===== config.mk =====
export PLATFORM = sky130hd
export DESIGN_NAME = track_sequencer
export DESIGN_NICKNAME = d
export VERILOG_FILES = /design/src/rtl/track_sequencer.sv
export SDC_FILE = /design/constraint.sdc
export NUM_CORES = 1
export LEC_CHECK = 0
export CORE_ASPECT_RATIO = 1.2
export CORE_MARGIN = 2
export CORE_UTILIZATION = 45
export DETAILED_ROUTE_END_ITERATION = 12
export PLACE_DENSITY = 0.72
export SLEW_MARGIN = 20
export SYNTH_ARGS = -nofsm -noshare
export SYNTH_HDL_FRONTEND = slang
export SYNTH_SLANG_ARGS = --single-unit

===== constraint.sdc =====
create_clock -name GCLK -period 2.61 [get_ports GCLK]
set_input_delay 0.522 -clock GCLK [delete_from_list [all_inputs] [get_ports GCLK]]
set_output_delay 0.522 -clock GCLK [all_outputs]
set_load 0.05 [all_outputs]

===== src/rtl/track_sequencer.sv =====
// track_sequencer
//
// Runs one tracking iteration per camera frame. It freezes the static frame
// buffer for exactly one whole frame, starts the correlator over the current
// search window, and then re-centres that window on the best match.
//
// Ports
//   GCLK, reset        clock; synchronous active-high reset
//   track_en           level, user tracking toggle; dropping it aborts to IDLE
//   template_rdy       level, template register is frozen and valid
//   frame_done         one-cycle pulse at the last captured pixel (GCLK domain)
//   static_we          write-enable gate for the static frame BRAM
//   corr_start         one-cycle pulse starting the correlator
//   corr_done          one-cycle pulse; corr_max_x/_y/corr_score valid with it
//   corr_max_x/_y      top-left of the best match
//   corr_score         best-match score, higher is better
//   win_left/right/top/bottom  search window (inclusive template positions)
//   track_x/_y         last accepted match position
//   locked             a valid match is currently held
//   timeout_err        sticky: correlator did not answer within TIMEOUT cycles
//   state_dbg          current FSM state (IDLE=0 ARM=1 CAPTURE=2 CORRELATE=3 UPDATE=4)
//
// Correlator handshake: corr_start is a single-cycle request issued once per
// CORRELATE visit; the first corr_done seen while still in CORRELATE is the
// answer and its data is captured in that same cycle. corr_done in any other
// state is ignored, and no answer within TIMEOUT cycles abandons the run.

module track_sequencer #(
    parameter int          H_RES      = 640,
    parameter int          V_RES      = 480,
    parameter int          TW         = 32,
    parameter int          RADIUS     = 48,
    parameter logic [19:0] MIN_SCORE  = 20'd4096,
    parameter int          MISS_LIMIT = 3,
    parameter logic [23:0] TIMEOUT    = 24'd4_000_000
) (
    input  logic        GCLK,
    input  logic        reset,
    input  logic        track_en,
    input  logic        template_rdy,
    input  logic        frame_done,
    output logic        static_we,
    output logic        corr_start,
    input  logic        corr_done,
    input  logic [9:0]  corr_max_x,
    input  logic [9:0]  corr_max_y,
    input  logic [19:0] corr_score,
    output logic [9:0]  win_left,
    output logic [9:0]  win_right,
    output logic [9:0]  win_top,
    output logic [9:0]  win_bottom,
    output logic [9:0]  track_x,
    output logic [9:0]  track_y,
    output logic        locked,
    output logic        timeout_err,
    output logic [2:0]  state_dbg
);

    typedef enum logic [2:0] {
        IDLE      = 3'd0,
        ARM       = 3'd1,
        CAPTURE   = 3'd2,
        CORRELATE = 3'd3,
        UPDATE    = 3'd4
    } state_t;

    localparam logic [9:0] X_MAX    = 10'(H_RES - TW);
    localparam logic [9:0] Y_MAX    = 10'(V_RES - TW);
    localparam logic [7:0] MISS_TOP = 8'(MISS_LIMIT);

    state_t       state;
    logic [23:0]  tmo_cnt;
    logic [7:0]   miss_cnt;
    logic [9:0]   max_x_q;
    logic [9:0]   max_y_q;
    logic [19:0]  score_q;

    assign state_dbg = state;

    // Lower window edge: max(0, p - RADIUS). Signed arithmetic carries one bit
    // of headroom so that out-of-range correlator coordinates cannot wrap.
    function automatic logic [9:0] lo_clip(input logic [9:0] p);
        logic signed [11:0] v;
        v = $signed({2'b00, p}) - $signed(12'(RADIUS));
        return (v < 12'sd0) ? 10'd0 : v[9:0];
    endfunction

    // Upper window edge: min(lim, p + RADIUS).
    function automatic logic [9:0] hi_clip(input logic [9:0] p, input logic [9:0] lim);
        logic signed [11:0] v;
        v = $signed({2'b00, p}) + $signed(12'(RADIUS));
        return (v > $signed({2'b00, lim})) ? lim : v[9:0];
    endfunction

    always_ff @(posedge GCLK) begin
        if (reset) begin
            state       <= IDLE;
            static_we   <= 1'b0;
            corr_start  <= 1'b0;
            locked      <= 1'b0;
            timeout_err <= 1'b0;
            track_x     <= 10'd0;
            track_y     <= 10'd0;
            miss_cnt    <= 8'd0;
            tmo_cnt     <= 24'd0;
            max_x_q     <= 10'd0;
            max_y_q     <= 10'd0;
            score_q     <= 20'd0;
            win_left    <= 10'd0;
            win_right   <= X_MAX;
            win_top     <= 10'd0;
            win_bottom  <= Y_MAX;
        end else begin
            corr_start <= 1'b0;

            // Dropping track_en overrides whatever else happens this cycle,
            // including a coincident frame_done or corr_done.
            if (state != IDLE && !track_en) begin
                state      <= IDLE;
                static_we  <= 1'b0;
                locked     <= 1'b0;
                miss_cnt   <= 8'd0;
                win_left   <= 10'd0;
                win_right  <= X_MAX;
                win_top    <= 10'd0;
                win_bottom <= Y_MAX;
            end else begin
                case (state)
                    IDLE: begin
                        static_we  <= 1'b0;
                        locked     <= 1'b0;
                        win_left   <= 10'd0;
                        win_right  <= X_MAX;
                        win_top    <= 10'd0;
                        win_bottom <= Y_MAX;
                        if (track_en && template_rdy) begin
                            state       <= ARM;
                            timeout_err <= 1'b0;
                            miss_cnt    <= 8'd0;
                        end
                    end

                    // Wait for a frame boundary so the BRAM write covers whole frames.
                    ARM: begin
                        if (frame_done) begin
                            state     <= CAPTURE;
                            static_we <= 1'b1;
                        end
                    end

                    CAPTURE: begin
                        if (frame_done) begin
                            state     <= CORRELATE;
                            static_we <= 1'b0;
                            tmo_cnt   <= 24'd0;
                        end
                    end

                    // tmo_cnt == 0 marks the first cycle of the visit.
                    CORRELATE: begin
                        if (tmo_cnt == 24'd0) begin
                            corr_start <= 1'b1;
                        end
                        if (corr_done) begin
                            max_x_q <= corr_max_x;
                            max_y_q <= corr_max_y;
                            score_q <= corr_score;
                            state   <= UPDATE;
                        end else if (tmo_cnt == TIMEOUT) begin
                            timeout_err <= 1'b1;
                            locked      <= 1'b0;
                            win_left    <= 10'd0;
                            win_right   <= X_MAX;
                            win_top     <= 10'd0;
                            win_bottom  <= Y_MAX;
                            state       <= ARM;
                        end else begin
                            tmo_cnt <= tmo_cnt + 24'd1;
                        end
                    end

                    UPDATE: begin
                        state <= ARM;
                        if (score_q >= MIN_SCORE) begin
                            track_x    <= max_x_q;
                            track_y    <= max_y_q;
                            locked     <= 1'b1;
                            miss_cnt   <= 8'd0;
                            win_left   <= lo_clip(max_x_q);
                            win_right  <= hi_clip(max_x_q, X_MAX);
                            win_top    <= lo_clip(max_y_q);
                            win_bottom <= hi_clip(max_y_q, Y_MAX);
                        end else if (miss_cnt + 8'd1 >= MISS_TOP) begin
                            // Lock lost: search the whole frame again, keep last position.
                            miss_cnt   <= MISS_TOP;
                            locked     <= 1'b0;
                            win_left   <= 10'd0;
                            win_right  <= X_MAX;
                            win_top    <= 10'd0;
                            win_bottom <= Y_MAX;
                        end else begin
                            miss_cnt <= miss_cnt + 8'd1;
                        end
                    end

                    default: state <= IDLE;
                endcase
            end
        end
    end

endmodule


=== Yosys cells after proc, flatten, opt, wreduce, memory -nomap -nowiden ===
Index checks and enable logic that the tools add are counted.

* Register bits after elaboration: 139
* Input port bits: 46
* Output and inout bits: 67
* Word-level logic and storage cells: 112

* Add/subtract/negate cells: 6
* $lt $le $gt $ge: 6
* Eq/ne operators: 13
* Muxes and demuxes: 48
* Bitwise logic cells: 2
* Reduce and logical (&&, ||, !) cells: 21

{| class="wikitable"
|+ Operator list
! operator !! count
|-
| two-way mux 10 bit || 17
|-
| one-hot mux 10 bit (3 select lines) || 4
|-
| two-way mux 24 bit || 3
|-
| one-hot mux 24 bit (2 select lines) || 1
|-
| adder 24 x 1 -> 24 bit, second input constant || 1
|-
| == test 24 x 22 -> 1 bit, second input constant || 1
|-
| zero test 24 bit || 1
|-
| two-way mux 8 bit || 3
|-
| adder 10 x 6 -> 11 bit, second input constant || 2
|-
| less-than comparator 11 x 1 -> 1 bit, second input constant || 2
|-
| subtractor 10 x 6 -> 11 bit, second input constant || 2
|-
| greater-or-equal comparator 20 x 13 -> 1 bit, second input constant || 1
|-
| one-hot mux 8 bit (2 select lines) || 1
|-
| two-way mux 3 bit || 5
|-
| one-hot mux 3 bit (5 select lines) || 1
|-
| inequality test 2 bit, second input constant || 6
|-
| greater-than comparator 11 x 10 -> 1 bit, second input constant || 1
|-
| greater-than comparator 11 x 9 -> 1 bit, second input constant || 1
|-
| two-way mux 1 bit || 10
|-
| AND reduction 5 bit || 2
|-
| AND reduction 3 bit || 3
|-
| nonzero test 3 bit || 3
|-
| adder 8 x 1 -> 8 bit, second input constant || 1
|-
| greater-or-equal comparator 8 x 2 -> 1 bit, second input constant || 1
|-
| other kinds (15) || 23
|}

=== Depth between registers and ports, before layout ===
Gate-level depths: netlist (run 1).

* Depth in word-level cells: 5
* Gate-level depth with buffers: 8
* Depth with buffers taken out: 7

=== Worst setup path before layout (run 1) ===
OpenSTA, ideal clock, no wires.

* Path type: reg-to-reg
* Start point: register state[1], in the netlist state_dbg[1]
* End point: register win_bottom[5]
* Library setup time: 0.117 ns
* Data arrival time: 1.971 ns
* Data required time: 2.493 ns
* Path slack: 0.522 ns
* Cell stages (with the launch flop): 8
* Path buffers: 2
* Period minus slack after synthesis: 2.088 ns
* Path through: dfxtp_1 buf_4 nand2_1 nor4b_1 a21oi_1 a31o_2 buf_2 a22o_1

* Word-level cells in the longest chain between the ends: 3
* Elaborated cells between the ends (all ways): 12
* Classes of those cells: eq/ne (5); mux (1); reduce/logical (6)

{| class="wikitable"
|+ Ends and longest elaborated chain
! what !! line !! source
|-
| start, declared || 71 || <nowiki>state_t state;</nowiki>
|-
| start signal, assigned || 97 || <nowiki>state <= IDLE;</nowiki>
|-
| start signal, assigned || 119 || <nowiki>state <= IDLE;</nowiki>
|-
| start signal, assigned || 137 || <nowiki>state <= ARM;</nowiki>
|-
| == test 3 bit (tied with other cells) || 128 || <nowiki>case (state)</nowiki>
|-
| inequality test 3 bit (no line) (tied with other cells) || - ||
|-
| AND reduction 4 bit (no line) / OR reduction 2 bit (equally long branches) || - ||
|-
| end signal, assigned || 192 || <nowiki>win_bottom <= hi_clip(max_y_q, Y_MAX);</nowiki>
|-
| end, declared || 51 || <nowiki>output logic [9:0] win_bottom,</nowiki>
|}

Parallel ways exist; a longest one is shown, timed or not.
A chain may end at the register's enable or synchronous reset.

=== Final worst setup path (run 1) ===
* Start point: register state[1], in the netlist state_dbg[1]
* End point: output port state_dbg[1]

{| class="wikitable"
|+ RTL lines
! what !! line !! source
|-
| end, declared || 56 || <nowiki>output logic [2:0] state_dbg</nowiki>
|}

No word-level cell between the ends.

==> results.md, run 1 <==
- FF-to-FF path depth: 6
- Final period utilization: 94.86%
- Clk Latency, worst-skew pair: 0.42 ns
- Overall Global Routing Usage: ~22%
- CP bufs+invs: 1
- Ant diodes: 0
- Final hold vios: 0
- Initial core utilization: a little under half
- CTS Buffer Depth: 2
- Clock root cell: clkbuf_16
- Synthesized flop and latch total: between 100 and 150
- Crit path depth: 1
- Post-route DRC: 0
- Footprint of the multi-input gates: 0.002634 mm²
- Commonest cells after routing, fill and taps aside: 127 x dfxtp_1, 99 x clkdlybuf4s50_1, 74 x nand2_1
- Post-Route Setup TNS: 0 ns
- Number of flops mapped to enable cells by yosys: 0
- Flop pwr share: between 40% and 50%
- Grt total ovfl: 0
- Syn_area_per_cell: ~9.1 µm²
- Crit path max-delay family: buffers and inverters
- Final Max Slew Viols: 0
- R2R Path End: win_right[9]
- CP Max Fanout: 13
- Post-DR vias/cell: 5.385
- Ys Warns: 0
- DRT iter0 DRCs: 169
- Wire length of the first global-routing pass: 22600 µm
- Placeable Area: 0.01162 mm²
- RSZ-0062 raised after global routing: false
- Async SR Flop Fraction: 0%
- Synth Cell Area: about 0.0054 mm²
- Worst-margin pin slew: between 0.6 and 0.7 ns
- Slowest cell on the critical path: clkdlybuf4s50_1
- Number of global-route vias before repair: around 4700
- Inserted Clock Buffers: 17
- Arr. time, crit path: a little under 2 ns
- Leakage: between 2 and 3 nW
- Fin nets: 749
- Drt first pass iters: 5
- CP startpoint: state_dbg[1]
- Fillers: between 1000 and 1500
- CTS resizes: 1
- Row cnt: 43
- Port bufs: 100
- Status: completed
- Final wirelength: between 10000 and 15000 µm
- Critical path destination: state_dbg[1]
- Critical path class: register to output pin
- Worst r2r src: miss_cnt[0]
- Pwr Density: ~640 mW/mm²
- Mapped Cells: slightly below 600
- Placed Instances: 831
- Largest net degree at the start of global routing: 45
- Die width: 104.1 µm
- Comb pwr share: 3.3%
- Min Hold Slack: between 0.4 and 0.5 ns
- Fin cells: between 800 and 900
- Antenna viol nets, final: 0
- Final Worst Setup Slack: between 0.1 and 0.15 ns
- Peak supply drop: approximately 410 µV
- H-tree depth: 4
- GP Congestion: slightly above 0.8
- FF+latch area: ~0.0025 mm²
- CTS Sinks: ~130
- Required @ worst endpoint: roughly 2.1 ns
- R2R Setup Slk: 0.26 ns
- Sequential share of the synthesized area: between 40 and 50%
- Slew margin rel.: a little under three fifths
- Switch share: around 22%
- CP endpoint kind: output pin
- Internal Dissipation: roughly 0.0036 W
- Worst Hold Class: register to register
- Die Area: between 0.01 and 0.015 mm²
- Layout cells sized above 1: 10.48%
- Most common cell after layout, fill and taps aside: dfxtp_1
- CTS clk-pin slew, worst paths: 0.06 ns
- Post-DR wirelength/cell: between 15 and 20 µm
- Hold Buf Count CTS: 0
- Critical path cell sequence: clkdlybuf4s50_1
- Worst setup SP type: register
- Setup Buffers After CTS: 0
- Max_cap viols: 0
- Final core occ: approximately 62%
- Psw: roughly 0.001 W
- Area Growth Syn to Fin: 33.22%
- Yosys cell types: slightly below 60
- Die Ht: ~120 µm
- TritonCTS clock tree: yes
- Initial antenna violation count: 0
- Detailed Place HPWL: about 9600 µm
- Max Fclk: ~0.4 GHz
- Tmin final: between 2 and 2.5 ns
- Largest stage delay on the critical path: roughly 0.9 ns
- Count of final setup violators: 0
- Top FF cell, synth: dfxtp_1
- Final setup skew: roughly 0.0076 ns
- DP Worst Slack: ~0.0011 ns
- Syn Nets: 650
- Total number of vias: ~4600
- Power share of the clock group: 54.3%
- I/O pins: around 110
==> registers in the layout (all words and copies together) (netlist names), 10 cells and up <==
signal,count
win_bottom,10
max_x_q,10
win_top,10
track_y,10
win_right,10
track_x,10
max_y_q,10
tmo_cnt,24
win_left,10
==> cells by family after synthesis <==
logic type	Yosys count	synth area share (%)
XOR/XNOR	29	4.696
adder cells (fa/ha/maj)	10	2.313
buffers and inverters	57	4.650
AO/OA/AOI/OAI	129	16.75
multiplexers	23	4.303
flip-flops	127	47.00
AND/OR/NAND/NOR	219	20.29
==> worst reg2reg max path: stages (launching register included) <==
cell	delay [ns]
dfxtp_1	0.42
ha_1	0.26
xnor2_1	0.13
o211ai_1	0.11
a211oi_1	0.55
a31o_4	0.57
a22oi_1	0.18
==> area by class of cell <==
cell class	instances	area share, %
multi-input combinational	410	36.55
sequential	127	35.28
timing repair buffer	118	15.70
clock buffer	19	6.286
tap	157	2.726
clock inverter	13	2.466
inverter	19	0.9898
==> how the worst min path moves through the flow <==
stage	endpoint	cells past startpoint	slack (ns)	startpoint
floorplan	score_q[14]	2	0.43	score_q[14]
global placement	win_bottom[6]	2	0.44	win_bottom[6]
detailed placement	score_q[17]	2	0.44	score_q[17]
CTS	score_q[17]	2	0.45	score_q[17]
global route	score_q[14]	2	0.48	score_q[14]
finish	score_q[17]	2	0.45	score_q[17]
==> cells in the mapped netlist, types with 3 or more instances <==
master / count / area, µm²
clkbuf_1: 23 / 86.33
nand2_1: 74 / 277.8
nor2_1: 50 / 187.7
or3_1: 8 / 50.05
nor3b_1: 5 / 37.54
inv_1: 19 / 71.32
xnor2_1: 7 / 61.31
o211ai_1: 3 / 22.52
o2111ai_1: 3 / 26.28
or4_1: 4 / 30.03
o2bb2ai_1: 3 / 26.28
nor2b_1: 8 / 50.05
buf_2: 9 / 45.04
a21oi_1: 48 / 240.2
a32o_1: 3 / 30.03
a211oi_1: 4 / 30.03
nor4_1: 7 / 43.79
nor3_1: 9 / 45.04
a22o_1: 29 / 254.0
a31oi_1: 4 / 25.02
and3_1: 5 / 31.28
ha_1: 10 / 125.1
nand4_1: 16 / 100.1
xor2_1: 22 / 192.7
o21ai_0: 12 / 60.06
a22oi_1: 6 / 45.04
nand3_1: 8 / 40.04
mux2i_1: 21 / 210.2
buf_4: 5 / 37.54
and2_1: 6 / 37.54
dfxtp_1: 127 / 2542
==> routing by layer <==
metal | vias to the layer above | routed length, µm | GRT usage [%]
met1 | 2238 | 5679 | 24.64
met4 | 0 | 268 | 9.122
met5 | - | 0 | 0
met2 | 108 | 7011 | 39.27
met3 | 25 | 869 | 7.378
li1 | 2276 | - | -
==> power groups by stage <==
stage / Sequential, W / Combinational (W) / Clock (W)
6_report: 0.00195 / 0.000154 / 0.00250
5_1_grt: 0.00195 / 0.000166 / 0.00262
4_1_cts: 0.00195 / 0.000153 / 0.00252
3_5_place_dp: 0.00199 / 0.000152 / 0
3_3_place_gp: 0.00199 / 0.000151 / 0
2_1_floorplan: 0.00200 / 0.0000727 / 0
==> stage by stage <==
stage          area (µm²)  power (W)
2_1_floorplan        5409   0.002069
3_3_place_gp         6566   0.002145
3_5_place_dp         6566   0.002146
4_1_cts              7206   0.004624
5_1_grt              7206   0.004734
6_report             7206   0.004603
(Power assumes the default switching activity.)
==> run 2: changes to the inputs <==
Clock period 2.61 ns to 3.05 ns, I/O delays scaled along.
==> results.md, run 2 (synthesized netlist as in run 1, its figures left out) <==
- Slowest cell on the critical path: clkdlybuf4s50_1 (unchanged)
- Grt total ovfl: 0 (unchanged)
- Setup Buffers After CTS: 0 (unchanged)
- Tmin final: approximately 2.6 ns
- Clock root cell: clkbuf_16 (unchanged)
- Power share of the clock group: 53.3% (was 54.3%)
- Port bufs: 100 (unchanged)
- RSZ-0062 raised after global routing: false (unchanged)
- CP Max Fanout: 13 (unchanged)
- Antenna viol nets, final: 0 (unchanged)
- Final period utilization: a little over four fifths
- Number of global-route vias before repair: 4598 (was 4667)
- Detailed Place HPWL: 9396 µm (was 9602 µm)
- Worst Hold Depth: 2 (unchanged)
- Psw: 0.0008195 W (was 0.001014 W)
- CP bufs+invs: 1 (unchanged)
- DP Worst Slack: 0.4173 ns (was 0.001059 ns)
- Final Worst Setup Slack: 0.4724 ns (was 0.1341 ns)
- Largest stage delay on the critical path: 0.90 ns (about the same)
- Worst-margin pin slew: 0.6184 ns (was 0.6707 ns)
- Worst Hold Class: register to register (unchanged)
- Hold Buf Count CTS: 0 (unchanged)
- Overall Global Routing Usage: 21.47% (was 22.15%)
- CTS resizes: 0 (was 1)
- R2R Path End: win_right[6] (was win_right[9])
- Comb pwr share: 3.3% (about the same)
- Flop pwr share: 43.4% (was 42.4%)
- Status: completed (unchanged)
- Post-Route Setup TNS: 0 ns (unchanged)
- Worst setup SP type: register (unchanged)
- Fin nets: 741 (was 749)
- Commonest cells after routing, fill and taps aside: 127 x dfxtp_1, 99 x clkdlybuf4s50_1, 74 x nand2_1 (unchanged)
- Area Growth Syn to Fin: 31.51% (was 33.22%)
- Crit path depth: 1 (unchanged)
- CP endpoint kind: output pin (unchanged)
- Final wirelength: 13550 µm (was 13830 µm)
- Placed Instance Area: 0.006506 mm² (was 0.006566 mm²)
- Post-DR wirelength/cell: 15.85 µm (was 16.02 µm)
- CTS Sinks: 127 (unchanged)
- Leakage: 2.530 nW (was 2.596 nW)
- I/O pins: 113 (unchanged)
- Die Area: 0.01292 mm² (unchanged)
- Worst Min Path Start: score_q[17] (unchanged)
- FF-to-FF path depth: 7 (was 6)
- Internal Dissipation: 0.003027 W (was 0.003589 W)
- Post-route DRC: 0 (unchanged)
- Required @ worst endpoint: 2.44 ns (was 2.09 ns)
- Layout cells sized above 1: 9.312% (was 10.48%)
- Final core occ: 61.21% (was 62.00%)
- Total number of vias: 4680 (was 4647)
- H-tree depth: 4 (unchanged)
- Reg with most FFs: tmo_cnt (unchanged)
- Ant diodes: 0 (unchanged)
- Die Ht: 124.1 µm (unchanged)
- Final Max Slew Viols: 0 (unchanged)
- Arr. time, crit path: 1.97 ns (was 1.95 ns)
- Slew margin rel.: 58.69% (was 55.02%)
- R2R Setup Slk: 0.73 ns (was 0.26 ns)
- Fillers: 1031 (was 1032)
- Switch share: 21.30% (was 22.03%)
- CTS clk-pin slew, worst paths: 0.05 ns (was 0.06 ns)
- Final setup skew: 0.007162 ns (was 0.007615 ns)
- Final hold vios: 0 (unchanged)
- Clk Latency, worst-skew pair: 0.42 ns (about the same)
- Pwr Density: 540.8 mW/mm² (was 638.8 mW/mm²)
- Max_cap viols: 0 (unchanged)
- Placeable Area: 0.01162 mm² (unchanged)
- Post-DR vias/cell: 5.474 (was 5.385)
- TritonCTS clock tree: yes (unchanged)
- Peak supply drop: 424.1 µV (was 409.8 µV)
- Most common cell after layout, fill and taps aside: dfxtp_1 (unchanged)
- GP Congestion: 0.8610 (was 0.8219)
- Worst r2r src: max_x_q[4] (was miss_cnt[0])
- Count of final setup violators: 0 (unchanged)
- Drt first pass iters: 4 (was 5)
- Crit path max-delay family: buffers and inverters (unchanged)
- Die width: 104.1 µm (unchanged)
- Wire length of the first global-routing pass: 21890 µm (was 22600 µm)
- Inserted Clock Buffers: 17 (unchanged)
- Max Fclk: 0.3880 GHz
- Row cnt: 43 (unchanged)
- DRT iter0 DRCs: 176 (was 169)
- Initial core utilization: 46.54% (unchanged)
- Critical path class: register to output pin (unchanged)
- Hold worst-path end: score_q[17] (unchanged)
- Critical path cell sequence: clkdlybuf4s50_1 (unchanged)
- Post-route cell area: 0.007113 mm² (was 0.007206 mm²)
- Number of flip-flops in the largest register: 24 (unchanged)
- Largest net degree at the start of global routing: 41 (was 45)
- CTS Buffer Depth: 2 (unchanged)
- Initial antenna violation count: 0 (unchanged)
-- run 2: layout make-up --
class / count / area (µm²) / area share [%]
inverters: 19 / 71.32 / 1.003
repair buffers: 110 / 1071 / 15.06
clock buffers: 19 / 442.9 / 6.227
flip-flops and latches: 127 / 2542 / 35.74
well taps: 157 / 196.4 / 2.762
multi-input cells: 410 / 2625 / 36.90
clock inverters: 13 / 163.9 / 2.304
-- run 2: layer usage --
layer	vias up	wire length, µm	GRT usage, %
met1	2252	5480	22.83
met2	131	6771	38.08
met5	-	0	0
li1	2271	-	-
met4	0	329	9.882
met3	26	967	8.163
-- run 2: worst max path at each step --
stage / from / endpoint
2_1_floorplan: state_dbg[1] / win_bottom[5]
3_3_place_gp: corr_done / tmo_cnt[18]
3_5_place_dp: corr_done / tmo_cnt[18]
4_1_cts: state_dbg[0] / state_dbg[0]
5_1_grt: state_dbg[0] / state_dbg[0]
6_report: state_dbg[1] / state_dbg[1]
-- run 2: metrics by stage --
stage          hold WS [ns]  std cells  total power [W]
2_1_floorplan        0.4308        594         0.001771
3_3_place_gp         0.4393        823         0.001832
3_5_place_dp         0.4458        823         0.001833
4_1_cts              0.4533        855         0.003875
5_1_grt              0.4750        855         0.003960
6_report             0.4495        855         0.003846
-- run 2: power groups by stage --
stage | clock [W] | combinational [W] | sequential (W)
floorplan | 0 | 0.0000622 | 0.00171
global placement | 0 | 0.000125 | 0.00171
detailed placement | 0 | 0.000127 | 0.00171
CTS | 0.00208 | 0.000128 | 0.00167
global route | 0.00215 | 0.000137 | 0.00167
finish | 0.00205 | 0.000127 | 0.00167
==> run 3: changes to the inputs <==
Settings changed: PLACE_DENSITY 0.72 to 0.75.
Clock period 3.05 ns to 2.1 ns, I/O delays scaled along.
==> results.md, run 3 (synthesized netlist as in run 1, its figures left out) <==
- Status: completed (unchanged)
- Setup Buffers After CTS: 0 (unchanged)
- Peak supply drop: 509.8 µV (was 424.1 µV)
- FF-to-FF path depth: 6 (was 7)
- Post-DR wirelength/cell: 15.45 µm (was 15.85 µm)
- Critical path cell sequence: clkdlybuf4s50_1 (unchanged)
- Metal2 WL: 7039 µm (was 6771 µm)
- Top Metal Used: met4 (unchanged)
- Final hold vios: 0 (unchanged)
- Die Area: 0.01292 mm² (unchanged)
- Detailed Place HPWL: 9531 µm (was 9396 µm)
- Die Ht: 124.1 µm (unchanged)
- Placeable Area: 0.01162 mm² (unchanged)
- R2R Setup Slk: 0.10 ns (was 0.73 ns)
- Final Max Slew Viols: 0 (unchanged)
- Commonest cells after routing, fill and taps aside: 126 x dfxtp_1, 96 x clkdlybuf4s50_1, 74 x nand2_1 (was 127 x dfxtp_1, 99 x clkdlybuf4s50_1, 74 x nand2_1)
- RSZ-0062 raised after global routing: false (unchanged)
- Min Hold Slack: 0.2230 ns (was 0.4495 ns)
- Hold worst-path end: state_dbg[0] (was score_q[17])
- Final setup skew: 0.01124 ns (was 0.007162 ns)
- Worst r2r src: tmo_cnt[12] (was max_x_q[4])
- TritonCTS clock tree: yes (unchanged)
- Largest net degree at the start of global routing: 41 (unchanged)
- Post-Route Setup TNS: 0 ns (unchanged)
- Reg with most FFs: tmo_cnt (unchanged)
- CTS Buffer Depth: 2 (unchanged)
- Die width: 104.1 µm (unchanged)
- Slew margin rel.: 62.07% (was 58.69%)
- Arr. time, crit path: 1.61 ns (was 1.97 ns)
- Slowest cell on the critical path: clkdlybuf4s50_1 (unchanged)
- Leakage: 2.752 nW (was 2.530 nW)
- Met1 Routed Length: 5812 µm (was 5480 µm)
- Port bufs: 100 (unchanged)
- R2R Path End: win_left[5] (was win_right[6])
- Overall Global Routing Usage: 21.62% (was 21.47%)
- CTS clk-pin slew, worst paths: 0.06 ns (was 0.05 ns)
- H-tree depth: 4 (unchanged)
- Max_cap viols: 0 (unchanged)
- Worst Hold Depth: 2 (unchanged)
- GP Congestion: 0.8428 (was 0.8610)
- Ant diodes: 0 (unchanged)
- Final Worst Setup Slack: 0.07364 ns (was 0.4724 ns)
- CP bufs+invs: 1 (unchanged)
- Layout cells sized above 1: 14.36% (was 9.312%)
- Initial antenna violation count: 0 (unchanged)
- Worst-margin pin slew: 0.5671 ns (was 0.6184 ns)
- Grt total ovfl: 0 (unchanged)
- Antenna viol nets, final: 0 (unchanged)
- Final core occ: 63.99% (was 61.21%)
- I/O pins: 113 (unchanged)
- Area Growth Syn to Fin: 37.47% (was 31.51%)
- Final wirelength: 13720 µm (was 13550 µm)
- Worst Min Path Start: reset (was score_q[17])
- Inserted Clock Buffers: 17 (unchanged)
- Clock root cell: clkbuf_16 (unchanged)
- CP endpoint kind: output pin (unchanged)
- Post-DR vias/cell: 5.376 (was 5.474)
- DRT iter0 DRCs: 223 (was 176)
- Tmin final: 2.026 ns
- Worst setup SP type: register (unchanged)
- Clk Latency, worst-skew pair: 0.42 ns (about the same)
- Worst Hold Class: primary input to register (was register to register)
- CTS Sinks: 127 (unchanged)
- Required @ worst endpoint: 1.68 ns (was 2.44 ns)
- CP Max Fanout: 2 (was 13)
- Final period utilization: ~96%
- Most common cell after layout, fill and taps aside: dfxtp_1 (unchanged)
- Initial core utilization: 46.54% (unchanged)
- Number of flip-flops in the largest register: 24 (unchanged)
- Placed Instances: 856 (was 823)
- Row cnt: 43 (unchanged)
- Max Fclk: around 0.49 GHz
- Largest stage delay on the critical path: 0.82 ns (was 0.90 ns)
- Crit path max-delay family: buffers and inverters (unchanged)
- Total number of vias: 4774 (was 4680)
- Drt first pass iters: 5 (was 4)
- Pwr Density: 757.3 mW/mm² (was 540.8 mW/mm²)
- Count of final setup violators: 0 (unchanged)
- Post-route DRC: 0 (unchanged)
- Fin nets: 774 (was 741)
- WL met3: 718 µm (was 967 µm)
- Number of global-route vias before repair: 4829 (was 4598)
- Critical path class: register to output pin (unchanged)
- Fin cells: 888 (was 855)
- Wire length of the first global-routing pass: 22580 µm (was 21890 µm)
- DP Worst Slack: -0.1917 ns (was 0.4173 ns)
- Hold Buf Count CTS: 0 (unchanged)
-- run 3: cell count changes in the layout (fill, tap and decap cells not counted), sizes merged --
cell / change
bufinv: -1
buf: +36
clkinvlp: -3
inv: +7
clkbuf: -1
clkdlybuf4s50: -3
clkinv: -2
-- run 3: repair_timing --
action                                  CTS  global route
gates resized for setup                   1             4
cloned                                    0             0
endpoints found under the setup margin   24            34
endpoints found under the hold margin     0             0
pin swaps                                 0             1
-- run 3: worst max path at each step --
stage	from	endpoint	slack [ns]	cells after the start
6_report	timeout_err	timeout_err	0.07	1
5_1_grt	tmo_cnt[12]	tmo_cnt[2]	0.003	7
4_1_cts	timeout_err	timeout_err	0.05	1
3_5_place_dp	track_en	tmo_cnt[23]	-0.19	8
3_3_place_gp	track_en	tmo_cnt[19]	-0.12	8
2_1_floorplan	state_dbg[1]	win_bottom[5]	0.01	7
-- run 3: area by class of cell --
class | count | area [µm²]
timing repair buffer | 143 | 1378
clock inverter | 14 | 167.7
clock buffer | 18 | 439.2
multi-input combinational | 410 | 2640
inverter | 19 | 71.32
tap | 157 | 196.4
fill | 969 | 4185
sequential | 127 | 2544
-- run 3: through the flow --
stage / instance area [µm²] / total power (W)
2_1_floorplan: 5409 / 0.002572
3_3_place_gp: 6809 / 0.002682
3_5_place_dp: 6809 / 0.002686
4_1_cts: 7422 / 0.005655
5_1_grt: 7436 / 0.005808
6_report: 7436 / 0.005631
-- run 3: worst reg2reg max path, stage by stage (launching register included) --
cell and delay, ns:
dfxtp_1 0.35, nor4_1 0.46, and4_1 0.31, a21oi_1 0.08, a31o_2 0.24, buf_12 0.18, a22o_1 0.27
-- run 3: where the power goes --
group	switching [W]	leakage (nW)	internal [W]
combinational	0.000105	1.44	0.000107
sequential	0.00000914	1.02	0.00241
clock	0.00118	0.293	0.00182
-- run 3: metal layers --
layer | track usage [%] | vias to the layer above
met2 | 38.69 | 124
met4 | 7.770 | 0
met3 | 6.018 | 13
met5 | 0 | -
met1 | 24.92 | 2289
li1 | - | 2348
